==> src/rtl/serial_rx_ctrl.sv <==
// Receive sequencer for the byte-serial link: start detection, centre-sampled
// LSB-first assembly, stop check and a one-entry valid/ready holding register.
module serial_rx_ctrl #(
    parameter int CLKS_PER_BIT = 16,
    parameter int DATA_BITS    = 8
) (
    input  logic                 clk,
    input  logic                 rst,
    input  logic                 rx_in,
    input  logic                 rx_en,
    output logic [DATA_BITS-1:0] data_out,
    output logic                 data_valid,
    input  logic                 data_ready,
    output logic                 frame_err,
    output logic                 overrun,
    output logic                 busy
);

    typedef enum logic [2:0] {
        IDLE,
        START,
        DATA,
        STOP,
        WAIT_HIGH
    } state_t;

    localparam logic [7:0] CNT_LAST = 8'(CLKS_PER_BIT - 1);
    localparam logic [7:0] CNT_MID  = 8'(CLKS_PER_BIT / 2 - 1);
    localparam logic [3:0] IDX_LAST = 4'(DATA_BITS - 1);

    state_t               state_reg, state_next;
    logic [1:0]           sync_reg;
    logic                 rxs;
    logic [7:0]           cnt_reg, cnt_next;
    logic [3:0]           bit_idx_reg, bit_idx_next;
    logic [DATA_BITS-1:0] shift_reg, shift_next;
    logic [DATA_BITS-1:0] data_out_reg, data_out_next;
    logic                 data_valid_reg, data_valid_next;
    logic                 frame_err_reg, frame_err_next;
    logic                 overrun_reg, overrun_next;

    // Line idles high, so the synchroniser resets to 1 to avoid a false start.
    always_ff @(posedge clk or posedge rst) begin
        if (rst) begin
            sync_reg <= 2'b11;
        end else begin
            sync_reg <= {sync_reg[0], rx_in};
        end
    end

    assign rxs = sync_reg[1];

    always_ff @(posedge clk or posedge rst) begin
        if (rst) begin
            state_reg      <= IDLE;
            cnt_reg        <= '0;
            bit_idx_reg    <= '0;
            shift_reg      <= '0;
            data_out_reg   <= '0;
            data_valid_reg <= 1'b0;
            frame_err_reg  <= 1'b0;
            overrun_reg    <= 1'b0;
        end else begin
            state_reg      <= state_next;
            cnt_reg        <= cnt_next;
            bit_idx_reg    <= bit_idx_next;
            shift_reg      <= shift_next;
            data_out_reg   <= data_out_next;
            data_valid_reg <= data_valid_next;
            frame_err_reg  <= frame_err_next;
            overrun_reg    <= overrun_next;
        end
    end

    always_comb begin
        state_next      = state_reg;
        cnt_next        = cnt_reg + 8'd1;
        bit_idx_next    = bit_idx_reg;
        shift_next      = shift_reg;
        data_out_next   = data_out_reg;
        data_valid_next = data_valid_reg;
        frame_err_next  = 1'b0;
        overrun_next    = 1'b0;

        if (data_valid_reg && data_ready) begin
            data_valid_next = 1'b0;
        end

        case (state_reg)
            IDLE: begin
                cnt_next = '0;
                if (rx_en && !rxs) begin
                    state_next = START;
                end
            end
            START: begin
                if (cnt_reg == CNT_MID) begin
                    cnt_next = '0;
                    if (!rxs) begin
                        state_next   = DATA;
                        bit_idx_next = '0;
                    end else begin
                        state_next = IDLE;
                    end
                end
            end
            DATA: begin
                if (cnt_reg == CNT_LAST) begin
                    cnt_next     = '0;
                    shift_next   = {rxs, shift_reg[DATA_BITS-1:1]};
                    bit_idx_next = bit_idx_reg + 4'd1;
                    if (bit_idx_reg == IDX_LAST) begin
                        state_next = STOP;
                    end
                end
            end
            STOP: begin
                if (cnt_reg == CNT_LAST) begin
                    cnt_next = '0;
                    if (rxs) begin
                        state_next = IDLE;
                        // A same-cycle handshake frees the holding register for the new byte.
                        if (!data_valid_reg || data_ready) begin
                            data_out_next   = shift_reg;
                            data_valid_next = 1'b1;
                        end else begin
                            overrun_next = 1'b1;
                        end
                    end else begin
                        state_next     = WAIT_HIGH;
                        frame_err_next = 1'b1;
                    end
                end
            end
            WAIT_HIGH: begin
                cnt_next = '0;
                if (rxs) begin
                    state_next = IDLE;
                end
            end
            default: begin
                state_next = IDLE;
                cnt_next   = '0;
            end
        endcase
    end

    assign data_out   = data_out_reg;
    assign data_valid = data_valid_reg;
    assign frame_err  = frame_err_reg;
    assign overrun    = overrun_reg;
    assign busy       = (state_reg != IDLE);

endmodule
==> config.mk <==
export PLATFORM = sky130hd
export DESIGN_NAME = serial_rx_ctrl
export DESIGN_NICKNAME = d
export VERILOG_FILES = /design/src/rtl/serial_rx_ctrl.sv
export SDC_FILE = /design/constraint.sdc
export NUM_CORES = 1
export LEC_CHECK = 0
export BUFFER_PORTS_ARGS = -buffer_cell sky130_fd_sc_hd__buf_2
export CORE_UTILIZATION = 50
export DETAILED_ROUTE_END_ITERATION = 6
export GPL_TIMING_DRIVEN = 0
export PLACE_DENSITY = 0.67
export SYNTH_ARGS = -nofsm -noshare
export SYNTH_HDL_FRONTEND = slang
export SYNTH_SLANG_ARGS = --single-unit
export TNS_END_PERCENT = 10
==> constraint.sdc <==
create_clock -name clk -period 3.5 [get_ports clk]
set_input_delay 0.7 -clock clk [delete_from_list [all_inputs] [get_ports clk]]
set_output_delay 0.7 -clock clk [all_outputs]
set_load 0.01 [all_outputs]
==> reports/summary.log <==
[sta] final slew viol count 0
[sta] RSZ-0062 raised after global routing no
[yosys] nets in the synthesized netlist 150
[sta] final count of negative-setup-slack endpoints 0
[clock_tree] maximum root-to-sink buffer count 2
[cells_and_area] post-route cell area 1830 µm²
[placed_design] gpl congestion 0.793
[global_routing] initial antenna violation count 0
[global_routing] via count of the first global-routing pass 1165
[yosys] Post-Synthesis Cell Area 1630 µm²
[pwr] worst vdd rail ir drop 0.265 mV
[worst_setup_path] Crit Path Class reg2out
[drt] via count 1150
[cells_and_area] leading cell type in the layout, fill and taps excluded dfrtp_1
[drt] average wire length per cell after detail routing 13.8 µm
[cells_and_area] layout filler cell count 271
[placed_design] I/O Buffers 16
[global_routing] pin count of the biggest net entering global routing 37
[global_routing] All-Layer GR Usage 20.3%
[floorplanning] floorplan die height 59.2 µm
[worst_hold_path] Cells on Worst Hold Path 0
[job] number of maximum-capacitance constraint violations 0
[sta] Period Utilization, post-route 64.8%
[yosys] compound-cell area share of the yosys netlist 7.20%
[yosys] portion of netlist area occupied by mux cells 11.0%
[drt] count of nets left with antenna violations after detail routing 0
[yosys] Avg Cell Area, Syn 11.4 µm²
[cells_and_area] number of nets at the end of the flow 173
[worst_setup_path] nature of the critical path endpoint output port
[pwr] total chip power 1.08 mW
[cells_and_area] commonest cells after routing, fill and taps aside dfrtp_1 (34), mux2_2 (16), buf_2 (16)
[clock_tree] number of buffers inserted by post-CTS setup repair 0
[drt] average via count per standard cell 5.45
[global_routing] wire length of the first global-routing pass 5150 µm
[yosys] Netlist cell types 36
[drt] wirelength, routed 2910 µm
[yosys] async set or reset register ratio after synthesis 100%
[sta] shortest period the worst path allows 2.27 ns
[yosys] share of synthesized cell area in and, or, nand and nor gates 19.0%
[floorplanning] die area 3500 µm²
[cells_and_area] Area Growth Syn to Fin 11.7%
[sta] final hold slack 0.368 ns
[yosys] total of flip-flops plus latches after synthesis 36
[yosys] number of enable-type register cells in the synthesized netlist 0
[worst_setup_path] element type at the critical path start register
[yosys] flip-flop cell with the highest count after synthesis dfrtp_1
[floorplanning] Std-Cell Rows 20
[clock_tree] clk sinks 36
[sta] maximum clock rate 441 MHz
[placed_design] Cell Area, Placed 1770 µm²
[yosys] combinational family with the most area after synthesis simple AND/OR/NAND/NOR gates
[clock_tree] level count of the clock H-tree 2
[clock_tree] number of gates resized after CTS 0
[drt] number of search-and-repair iterations in the first detailed-routing pass 4
[pwr] cell area power density 593 nW/µm²
[clock_tree] clock insertion delay at the later pin of the skew report 0.35 ns
[worst_setup_path] Req. time, crit path 2.80 ns
[clock_tree] number of clock buffers inserted by TritonCTS 5
[floorplanning] initial standard-cell utilization of the core 53.1%
[clock_tree] master cell of the clock root buffer clkbuf_4
[floorplanning] Core Region 3080 µm²
[sta] headroom to the max-slew limit 52.1%
[pwr] leakage power summed over all cells 0.875 nW
[yosys] Synth Instances 143
[worst_setup_path] signal arrival time at the worst endpoint 1.57 ns
[sta] skew final 0.0201 ns
[drt] detailed router's first-iteration violation count 50
[clock_tree] number of buffers added to fix hold violations after cts 0
[clock_tree] clock tree from TritonCTS done
[floorplanning] Ports 17
[cells_and_area] total inserted antenna cells 0
[worst_setup_path] number of cells traversed by the worst register-to-register path 4
[status] result of the run completed
[placed_design] sum of net half-perimeters after detailed placement 2080 µm
[sta] number of failing hold endpoints at the final stage 0
[yosys] synthesized-area fraction occupied by xor and xnor cells 3.22%
[cells_and_area] share of cells above drive strength 1 28.7%
[worst_hold_path] path type of the worst min-delay path reg2reg
[sta] setup TNS after final layout 0 ns
[drt] Residual DRC 0
[yosys] sequential fraction of the synthesis area 55.3%
[yosys] Yosys Warn Count 0
[global_routing] GRT overflow 0
[sta] pin slew with the least headroom to its limit 0.717 ns
[worst_setup_path] Max FO, Critical Path 10
[yosys] Post-Synth Adder-Cell Area 1.53%
[floorplanning] Die Width 59.2 µm
[clock_tree] register clock-pin slew on the reported worst setup and hold paths 0.13 ns
[area by class of cell]
class / count / area (µm²) / area share [%]
Buffer: 7 / 26.3 / 1.44
Timing Repair Buffer: 16 / 80.1 / 4.39
Inverter: 5 / 18.8 / 1.03
Clock inverter: 3 / 18.8 / 1.03
Sequential cell: 36 / 903 / 49.5
Multi-Input combinational cell: 95 / 686 / 37.6
Clock buffer: 5 / 37.5 / 2.06
Tap cell: 44 / 55.1 / 3.02
[power by group]
group | internal [mW] | leakage (nW) | switching [mW]
sequential | 0.472 | 0.483 | 0.0531
clock | 0.0771 | 0.0349 | 0.143
combinational | 0.136 | 0.358 | 0.202
[cell usage after synthesis, types with 2 or more instances]
master / instances / area share [%]
dfrtp_1: 34 / 52
mux2_2: 16 / 11
nand2_1: 11 / 2.5
nor2_1: 10 / 2.3
nand3_1: 8 / 2.5
clkbuf_1: 7 / 1.6
o21ai_0: 7 / 2.1
inv_1: 5 / 1.1
xnor2_1: 5 / 2.7
a21oi_1: 4 / 1.2
nor4_1: 3 / 1.1
a22oi_1: 2 / 0.92
and3_1: 2 / 0.77
dfstp_2: 2 / 3.2
ha_1: 2 / 1.5
nor3_1: 2 / 0.61
nor4b_1: 2 / 1.1
o2111ai_1: 2 / 1.1
or3_1: 2 / 0.77
[worst max-delay path: stages (launching register included)]
cell and delay [ns]:
dfrtp_1 0.46, clkbuf_1 0.24, or3_1 0.38, buf_2 0.14
[logic make-up after synthesis]
group / after synthesis
compound gates: 18
xor+xnor: 6
fa+ha+maj: 2
flops: 36
mux: 16
buf+inv: 12
simple gates: 53
[metal layers]
metal / up-vias / part of all wire (%) / GRT usage (%)
li1: 560 / - / -
met1: 565 / 44 / 24.3
met2: 17 / 50 / 33.3
met3: 8 / 3.5 / 6.33
met4: 0 / 2.5 / 9.86
met5: - / 0 / 0
[worst paths after layout]
path | startpoint | end | slack, ns
setup / recovery | state_reg[0]$_DFFE_PP0P_ | busy | 1.23
hold / removal | sync_reg[0]$_DFF_PP1_ | sync_reg[1]$_DFF_PP1_ | 0.37
setup reg to reg | state_reg[1]$_DFFE_PP0P_ | shift_reg[3]$_DFFE_PP0P_ | 1.32
hold reg to reg | sync_reg[0]$_DFF_PP1_ | sync_reg[1]$_DFF_PP1_ | 0.37
max in group asynchronous | rst | shift_reg[5]$_DFFE_PP0P_ | 2.57
min in group asynchronous | rst | state_reg[1]$_DFFE_PP0P_ | 0.45
[through the flow]
| step | utilization (%) | instances | setup WS [ns] |
|---|---|---|---|
| 2_1_floorplan | - | 143 | 1.54 |
| 3_5_place_dp | 57.5 | 203 | 1.35 |
| 4_1_cts | 59.3 | 211 | 1.24 |
| 6_report | 59.3 | 211 | 1.23 |
| 3_3_place_gp | 57.5 | 203 | 1.38 |
| 5_1_grt | 59.3 | 211 | 1.12 |
(Power assumes the default switching activity.)
